**config.mk**
```make
export PLATFORM = sky130hd
export DESIGN_NAME = vec_mat_mac_seq_flat
export DESIGN_NICKNAME = d
export VERILOG_FILES = /design/src/rtl/vec_mat_mac_seq_if.sv /design/src/rtl/vec_mat_mac_seq.sv /design/src/flat_wrapper.sv
export SDC_FILE = /design/constraint.sdc
export NUM_CORES = 2
export LEC_CHECK = 0
export CELL_PAD_IN_SITES_DETAIL_PLACEMENT = 0
export CELL_PAD_IN_SITES_GLOBAL_PLACEMENT = 1
export CORE_ASPECT_RATIO = 2
export CORE_MARGIN = 3
export CORE_UTILIZATION = 40
export DETAILED_ROUTE_END_ITERATION = 16
export PLACE_DENSITY_LB_ADDON = 0.25
export SLEW_MARGIN = 20
export SYNTH_ARGS = -nofsm -noshare
export SYNTH_HDL_FRONTEND = slang
export SYNTH_SLANG_ARGS = --single-unit
```
**constraint.sdc**
```tcl
create_clock -name clk -period 14.5 [get_ports clk]
set_input_delay 2.9 -clock clk [delete_from_list [all_inputs] [get_ports clk]]
set_output_delay 2.9 -clock clk [all_outputs]
set_load 0.1 [all_outputs]
```
**src/rtl/vec_mat_mac_seq_if.sv**
```systemverilog
// rtl/vec_mat_mac_seq_if.sv - operand/result bundle for the vector-matrix MAC engine
interface vec_mat_mac_seq_if #(
  parameter int N  = 8,
  parameter int L  = 8,
  parameter int K  = 8,
  parameter int OW = 2*N+3
);
  logic             start;
  logic             sgn;
  logic             acc;
  logic [L*N-1:0]   a_vec;
  logic [L*K*N-1:0] b_mat;
  logic [K*OW-1:0]  y_vec;
  logic             busy;
  logic             done;

  modport master (
    output start, sgn, acc, a_vec, b_mat,
    input  y_vec, busy, done
  );

  modport slave (
    input  start, sgn, acc, a_vec, b_mat,
    output y_vec, busy, done
  );
endinterface

```
**src/rtl/vec_mat_mac_seq.sv**
```systemverilog
// rtl/vec_mat_mac_seq.sv - time-multiplexed y = a^T * B engine, K parallel lanes, one row per cycle
module vec_mat_mac_seq #(
  parameter int N  = 8,
  parameter int L  = 8,
  parameter int K  = 8,
  parameter int OW = 2*N+3
) (
  input logic               clk,
  input logic               rst,
  vec_mat_mac_seq_if.slave  bus
);

  localparam int IW = (L > 1) ? $clog2(L) : 1;
  // Operands are extended to at least OW bits so the low OW bits of the
  // product equal the true (signed or unsigned) product modulo 2^OW.
  localparam int EW = (OW > N) ? OW : N + 1;

  typedef enum logic [1:0] {IDLE, RUN, DONE} state_t;

  state_t                 state_q, state_d;
  logic [IW-1:0]          idx_q, idx_d;
  logic [L*N-1:0]         a_q, a_d;
  logic [L*K*N-1:0]       b_q, b_d;
  logic                   sgn_q, sgn_d;
  logic [K-1:0][OW-1:0]   acc_q, acc_d;
  logic [K-1:0][OW-1:0]   y_q, y_d;

  logic [N-1:0]           a_el;
  logic [N-1:0]           b_el;
  logic [EW-1:0]          a_w;
  logic [EW-1:0]          b_w;
  logic [EW-1:0]          prod;
  logic [K-1:0][OW-1:0]   sum;

  // Per-lane MAC datapath for the current row index of the snapshot
  always_comb begin
    sum  = '0;
    b_el = '0;
    b_w  = '0;
    prod = '0;
    a_el = a_q[int'(idx_q)*N +: N];
    a_w  = sgn_q ? {{(EW-N){a_el[N-1]}}, a_el} : {{(EW-N){1'b0}}, a_el};
    for (int j = 0; j < K; j++) begin
      b_el   = b_q[(int'(idx_q)*K + j)*N +: N];
      b_w    = sgn_q ? {{(EW-N){b_el[N-1]}}, b_el} : {{(EW-N){1'b0}}, b_el};
      prod   = a_w * b_w;
      sum[j] = acc_q[j] + prod[OW-1:0];
    end
  end

  // Next-state and register-update logic of the IDLE/RUN/DONE sequencer
  always_comb begin
    state_d = state_q;
    idx_d   = idx_q;
    a_d     = a_q;
    b_d     = b_q;
    sgn_d   = sgn_q;
    acc_d   = acc_q;
    y_d     = y_q;
    case (state_q)
      IDLE: begin
        if (bus.start) begin
          a_d     = bus.a_vec;
          b_d     = bus.b_mat;
          sgn_d   = bus.sgn;
          acc_d   = bus.acc ? y_q : '0;
          idx_d   = '0;
          state_d = RUN;
        end
      end
      RUN: begin
        acc_d = sum;
        if (idx_q == IW'(L-1)) begin
          y_d     = sum;
          idx_d   = '0;
          state_d = DONE;
        end else begin
          idx_d = idx_q + 1'b1;
        end
      end
      DONE: begin
        state_d = IDLE;
      end
      default: begin
        state_d = IDLE;
      end
    endcase
  end

  // State, snapshot, accumulator and result registers
  always_ff @(posedge clk or negedge rst) begin
    if (!rst) begin
      state_q <= IDLE;
      idx_q   <= '0;
      a_q     <= '0;
      b_q     <= '0;
      sgn_q   <= 1'b0;
      acc_q   <= '0;
      y_q     <= '0;
    end else begin
      state_q <= state_d;
      idx_q   <= idx_d;
      a_q     <= a_d;
      b_q     <= b_d;
      sgn_q   <= sgn_d;
      acc_q   <= acc_d;
      y_q     <= y_d;
    end
  end

  assign bus.y_vec = y_q;
  assign bus.busy  = (state_q != IDLE);
  assign bus.done  = (state_q == DONE);

endmodule
```
**src/flat_wrapper.sv**
```systemverilog
// flat-port wrapper written by rule: the top's interface ports become plain ports
module vec_mat_mac_seq_flat 
#(
  parameter int N  = 8,
  parameter int L  = 8,
  parameter int K  = 8,
  parameter int OW = 2*N+3
)
  (clk, rst, bus_start, bus_sgn, bus_acc, bus_a_vec, bus_b_mat, bus_y_vec, bus_busy, bus_done);
  vec_mat_mac_seq_if #(.N(N), .L(L), .K(K), .OW(OW)) bus_i ();
  input logic clk;
  input logic rst;
  input wire logic [$bits(bus_i.start)-1:0] bus_start;
  input wire logic [$bits(bus_i.sgn)-1:0] bus_sgn;
  input wire logic [$bits(bus_i.acc)-1:0] bus_acc;
  input wire logic [$bits(bus_i.a_vec)-1:0] bus_a_vec;
  input wire logic [$bits(bus_i.b_mat)-1:0] bus_b_mat;
  output wire logic [$bits(bus_i.y_vec)-1:0] bus_y_vec;
  output wire logic [$bits(bus_i.busy)-1:0] bus_busy;
  output wire logic [$bits(bus_i.done)-1:0] bus_done;
  assign bus_i.start = bus_start;
  assign bus_i.sgn = bus_sgn;
  assign bus_i.acc = bus_acc;
  assign bus_i.a_vec = bus_a_vec;
  assign bus_i.b_mat = bus_b_mat;
  assign bus_y_vec = bus_i.y_vec;
  assign bus_busy = bus_i.busy;
  assign bus_done = bus_i.done;
  vec_mat_mac_seq #(.N(N), .L(L), .K(K), .OW(OW)) u_core (.clk(clk), .rst(rst), .bus(bus_i));
endmodule
```
-- Word-level counts from Yosys, hierarchy flattened
Cells that the tools add are included.
W data, S select, Z words.
- flip-flop bits (word level): 886
- logic and storage cells: 84
- $add $sub $neg: 16
- $mul: 8
- equal/unequal tests: 5
- shifts and indexed selects: 9
- multiplexer cells: 18
- reduce and logical (&&, ||, !) cells: 7
- operator list (cell ; count):
    $shiftx A512 B32 Y8 ; 7
    $shiftx A512 B10 Y8 ; 1
    $mux W152 ; 2
    $pmux W152 S2 ; 1
    $mux W19 ; 9
    $add A19 B19 Y19 ; 8
    $mul A19 B19 Y19 ; 8
    $shiftx A64 B7 Y8 ; 1
    $add A6 B3 Y7 const B ; 4
    $add A6 B2 Y7 const B ; 2
    $reduce_and A2 Y1 ; 4
    $add A6 B1 Y7 const B ; 1
    $mux W3 ; 2
    $pmux W3 S2 ; 1
    $mux W2 ; 2
    $pmux W2 S2 ; 1
    $reduce_bool A2 Y1 ; 2
    $add A3 B1 Y3 const B ; 1
    $eq A3 B3 Y1 const B ; 1
    $eq A2 B1 Y1 const B ; 1
    $eq A2 B2 Y1 const B ; 1
    $logic_not A2 Y1 ; 1
    $ne A2 B1 Y1 const B ; 1
    $ne A2 B2 Y1 const B ; 1

-- Longest topological paths before layout
- depth after elaboration: 6
- gate-level depth with buffers: 33

-- Least setup slack after synthesis
Ideal clock, no wire load.
- path type: register to register
- from: register u_core.idx_q[0]
- to: register u_core.acc_q[94] in the netlist's numbering
- library setup time: 0.137 ns
- arrival: 7.689 ns
- required time: 14.363 ns
- setup slack: 6.674 ns
- stages on the path, launching flop included: 33
- buffers on the path: 6
- period minus slack after synthesis: 7.826 ns
- path through: dfrtp_1 > buf_6 > buf_12 > buf_6 > buf_2 > mux4_2 > mux2i_1 > or3_1 > fa_1 > clkbuf_1 > xnor2_1 > ha_1 > inv_1 > fa_1 > inv_1 > fa_1 > inv_1 > fa_1 > inv_1 > fa_1 > inv_1 > fa_1 > inv_1 > ha_1 > clkbuf_1 > a21o_1 > a211oi_1 > o2bb2ai_1 > o21ai_0 > a31oi_1 > o21ai_0 > xnor2_1 > a21oi_1
- word-level cells in the longest chain between the ends: 6
- ends and longest elaborated chain (item ; line ; text):
    start, declared ; vec_mat_mac_seq.sv:21 ; logic [IW-1:0] idx_q, idx_d;
    start signal, assigned ; vec_mat_mac_seq.sv:102 ; idx_q <= idx_d;
    $add A6 B3 Y7 ; vec_mat_mac_seq.sv:44 ; b_el = b_q[(int'(idx_q)*K + j)*N +: N];
    $shiftx A512 B32 Y8 ; vec_mat_mac_seq.sv:44 ;
    $mux W19 ; vec_mat_mac_seq.sv:45 ; b_w = sgn_q ? {{(EW-N){b_el[N-1]}}, b_el} : {{(EW-N){1'b0}}, b_el};
    $mul A19 B19 Y19 (*) ; vec_mat_mac_seq.sv:46 ; prod = a_w * b_w;
    $add A19 B19 Y19 (*) ; vec_mat_mac_seq.sv:47 ; sum[j] = acc_q[j] + prod[OW-1:0];
    $pmux W152 S2 (*) ; vec_mat_mac_seq.sv:60 ; case (state_q)
    end signal, assigned ; vec_mat_mac_seq.sv:98 ; acc_q <= '0;
    end signal, assigned ; vec_mat_mac_seq.sv:106 ; acc_q <= acc_d;
    end, declared ; vec_mat_mac_seq.sv:25 ; logic [K-1:0][OW-1:0] acc_q, acc_d;
Mark *: on every way between the ends. The rest lies on a longest branch, timed or not.
A chain may end at the register's enable or synchronous reset.

-- Worst setup path in the final report
- from: register u_core.idx_q[0]
- to: register u_core.acc_q[75] in the netlist's numbering
- word-level cells in the longest chain between the ends: 6
- ends and longest elaborated chain (item ; line):
    $add A6 B2 Y7 ; vec_mat_mac_seq.sv:44
    $shiftx A512 B32 Y8 ; vec_mat_mac_seq.sv:44
    $mux W19 ; vec_mat_mac_seq.sv:45
    $mul A19 B19 Y19 (*) ; vec_mat_mac_seq.sv:46
    $add A19 B19 Y19 (*) ; vec_mat_mac_seq.sv:47
    $pmux W152 S2 (*) ; vec_mat_mac_seq.sv:60
Marked as above.

==> results_dict.tcl <==
set metrics [dict create \
    seq_area_frac_synth_pct 28.3 \
    via_count 58700 \
    rsz0062_at_grt "no" \
    nNetsFinal 11000 \
    synthAdderAreaFrac_pct 32.4 \
    antenna_found_initial 56 \
    via_per_inst 5.07 \
    status "completed" \
    synth-seq-cells 886 \
    synth_warnings 0 \
    clockBufferDepth 3 \
    cts-resized-gates 0 \
    wl_per_cell_um 21.7 \
    crit_top_cell "fa_1" \
    gr-usage-met2_pct 45.0 \
    cp_slowest_cell "dfrtp_4" \
    cts_buffers 92 \
    postRouteAntennaNets 0 \
    synth_flop_cell "dfrtp_1" \
    start_util_pct 40.2 \
    fin_skew_ns 0.0844 \
    hold_viol_final 0 \
    critPathKind "reg -> reg" \
    cts_tree "yes" \
    max_freq_ghz 0.104 \
    io_buffers 734 \
    gr-usage-met1_pct 30.7 \
    grt_pass1_vias 64100 \
    die_h_um 632 \
    start_kind "flip-flop" \
    drc_errors 0 \
    die_width_um 319 \
    drive_above_1_share_pct 6.44 \
    synth-compound-area-share_pct 6.23 \
    slew_headroom_pct 15.7 \
    worstMarginPinSlew_ns 1.26 \
    period_share_pct 66.5 \
    postCtsSetupRepairBufs 0 \
    fin_area_mm2 0.0916 \
    r2r-start "u_core.idx_q[0]$_DFFE_PN0P_" \
    globalRouteOverflowTotal 0 \
    reg2reg_slack_ns 4.85 \
    dr.pass1.iters 8 \
    drt-total-wl_um 251000 \
    critical-path-top-delay-family "adder cells" \
    syn_avg_cell_area_um2 9.34 \
    place.gp.congestion 0.892 \
    rows 229 \
    utilization_pct 47.1 \
    htreeDepth 3 \
    syn-num-nets 10500 \
    cp_max_fo 46 \
    globalRouteMet3Util_pct 4.48 \
    synthArstFlopShare_pct 100 \
    place_inst 11400 \
    die_area_mm2 0.201 \
    cp.depth 27 \
    core_mm2 0.195 \
    drtIter0Drc 3174 \
    synth.area.mux_share_pct 5.79 \
    grt_pass1_wl_um 388000 \
    final.setup.tns_ns 0 \
    grt_usage_pct 25.3 \
    worstHoldPathType "reg -> reg" \
    startpoint "u_core.idx_q[0]$_DFFE_PN0P_" \
    synth_xor_area_share_pct 3.80 \
    synth_edf_count 0 \
    io-pin-count 735 \
    n_fill_cell 18600 \
    maxCapViolations 0 \
    synthSimpleGateAreaFrac_pct 15.1 \
    dpl_cell_area_mm2 0.0884 \
    cts_hold_buf 0 \
    cts.sinks 886 \
    period_needed_ns 9.65 \
    syn_to_final_growth_pct 17.0 \
    r2r-end "u_core.acc_q[75]$_DFFE_PN0P_" \
    cts.clk_slew.worst_paths_ns 0.06 \
    final_cells 11600 \
    cp.arrival_ns 10.18 \
    syn_inst 8384 \
    yosysUniqueCellTypes 78 \
    critPathBufInv 6 \
    setup_violations 0 \
    syn_area_mm2 0.0783 \
    clock_latency_ns 0.76 \
    reg2reg_depth 27 \
    grt_max_degree 248 \
    endpoint "u_core.acc_q[75]$_DFFE_PN0P_" \
    slowest_delay_ns 0.92 \
    dpl.hpwl_um 196000 \
    synth_top_family_by_area "adder cells" \
    required_ns 15.03 \
    grt.busiest_layer "met2" \
    maxSlewViolCount 0 \
    endpoint_kind "flip-flop" \
    cts_root_buf "clkbuf_16" \
]
-- through the flow --
step                setup WS [ns]  hold WS, ns
CTS                          4.76        0.470
floorplan                    6.67        0.437
global route                 4.23        0.483
detailed placement           4.81        0.455
finish                       4.85        0.467
global placement             4.99        0.449
-- cells in the mapped netlist (33+ instances only) --
cell      number  area (um^2)
inv_1       1325         4970
nand3_1       35          175
mux4_2       129         2910
a21oi_1      207         1040
xnor2_1      248         2170
o21ai_0      232         1160
clkbuf_1     292         1100
a21o_1        62          465
nand2b_1      37          231
xor2_1        85          744
nor2_1       595         2230
buf_2         33          165
mux2i_1       62          621
a22oi_1       61          458
fa_1         887        17800
ha_1         608         7610
a311oi_1      71          622
mux2_2        34          383
dfrtp_1      886        22200
or2_2         95          594
nand2_1     1992         7480
or3_1         70          438
nor3_1        35          175
-- kinds of logic (layout without fill, tap and decap cells) --
family	Yosys count	count (layout)
compound gates	784	784
xor+xnor	336	336
fa+ha+maj	1496	1496
buf+inv	1702	2338
flops	886	886
mux	253	253
other cells	0	26
simple gates	2927	2927
-- worst reg2reg max path, delay by kind of cell (launching register included) --
kind / cells / cell delay, ns
xor+xnor: 1 / 0.16
fa+ha+maj: 8 / 3.57
flops: 1 / 0.92
simple gates: 2 / 0.30
compound gates: 8 / 1.47
buf+inv: 6 / 1.92
mux: 2 / 1.10
-- layout make-up --
cell class              count  area (um^2)  area share [%]
well taps                2541         3180            3.47
clock buffers             137         2700            2.95
repair buffers            840         8300            9.06
inverters                1334         5010            5.47
diodes                     26         65.1          0.0710
clock inverters            27          415           0.454
flip-flops and latches    886        22200            24.2
multi-input cells        5796        49700            54.3
-- registers in the layout, summed over array words and instances, names as in the netlist --
signal	flops
u_core.sgn_q	1
u_core.b_q	512
u_core.idx_q	3
u_core.a_q	64
u_core.acc_q	152
u_core.state_q	2
u_core.bus.y_vec	152
-- how the worst min path moves through the flow --
| stage | slack, ns | end | startpoint | cells after the start |
|---|---|---|---|---|
| floorplan | 0.44 | u_core.a_q[10]$_DFFE_PN0P_ | u_core.a_q[10]$_DFFE_PN0P_ | 2 |
| global placement | 0.45 | u_core.a_q[12]$_DFFE_PN0P_ | u_core.a_q[12]$_DFFE_PN0P_ | 2 |
| detailed placement | 0.45 | u_core.b_q[71]$_DFFE_PN0P_ | u_core.b_q[71]$_DFFE_PN0P_ | 2 |
| CTS | 0.47 | u_core.b_q[71]$_DFFE_PN0P_ | u_core.b_q[71]$_DFFE_PN0P_ | 2 |
| global route | 0.48 | u_core.b_q[203]$_DFFE_PN0P_ | u_core.b_q[203]$_DFFE_PN0P_ | 2 |
| finish | 0.47 | u_core.b_q[95]$_DFFE_PN0P_ | u_core.b_q[95]$_DFFE_PN0P_ | 2 |
-- routing by layer --
layer / share of wire [%] / vias to the layer above / routed length, um
li1: - / 27300 / -
met1: 40 / 29500 / 101000
met2: 51 / 1509 / 128000
met3: 5.4 / 347 / 13700
met4: 3.5 / 60 / 8770
met5: 0.17 / - / 417
-- cells in the final DEF (no fill, tap or decap), drive strengths merged, types with 23 or more instances in the layout --
| cell | instances |
|---|---|
| nand2 | 1998 |
| inv | 1340 |
| fa | 887 |
| dfrtp | 886 |
| clkdlybuf4s50 | 728 |
| ha | 608 |
| nor2 | 604 |
| xnor2 | 251 |
| o21ai | 244 |
| a21oi | 208 |
| mux4 | 144 |
| clkbuf | 137 |
| buf | 112 |
| or2 | 96 |
| xor2 | 85 |
| a311oi | 71 |
| mux2i | 71 |
| or3 | 70 |
| a21o | 62 |
| a22oi | 61 |
| nand2b | 39 |
| mux2 | 38 |
| nor3 | 35 |
| nand3 | 35 |
| diode | 26 |
| a211oi | 26 |
| o21bai | 26 |
| and3 | 23 |
Power is left out: the tool's default activity adds up to more than one toggle a clock period on the data nets, which glitch-free logic cannot reach.
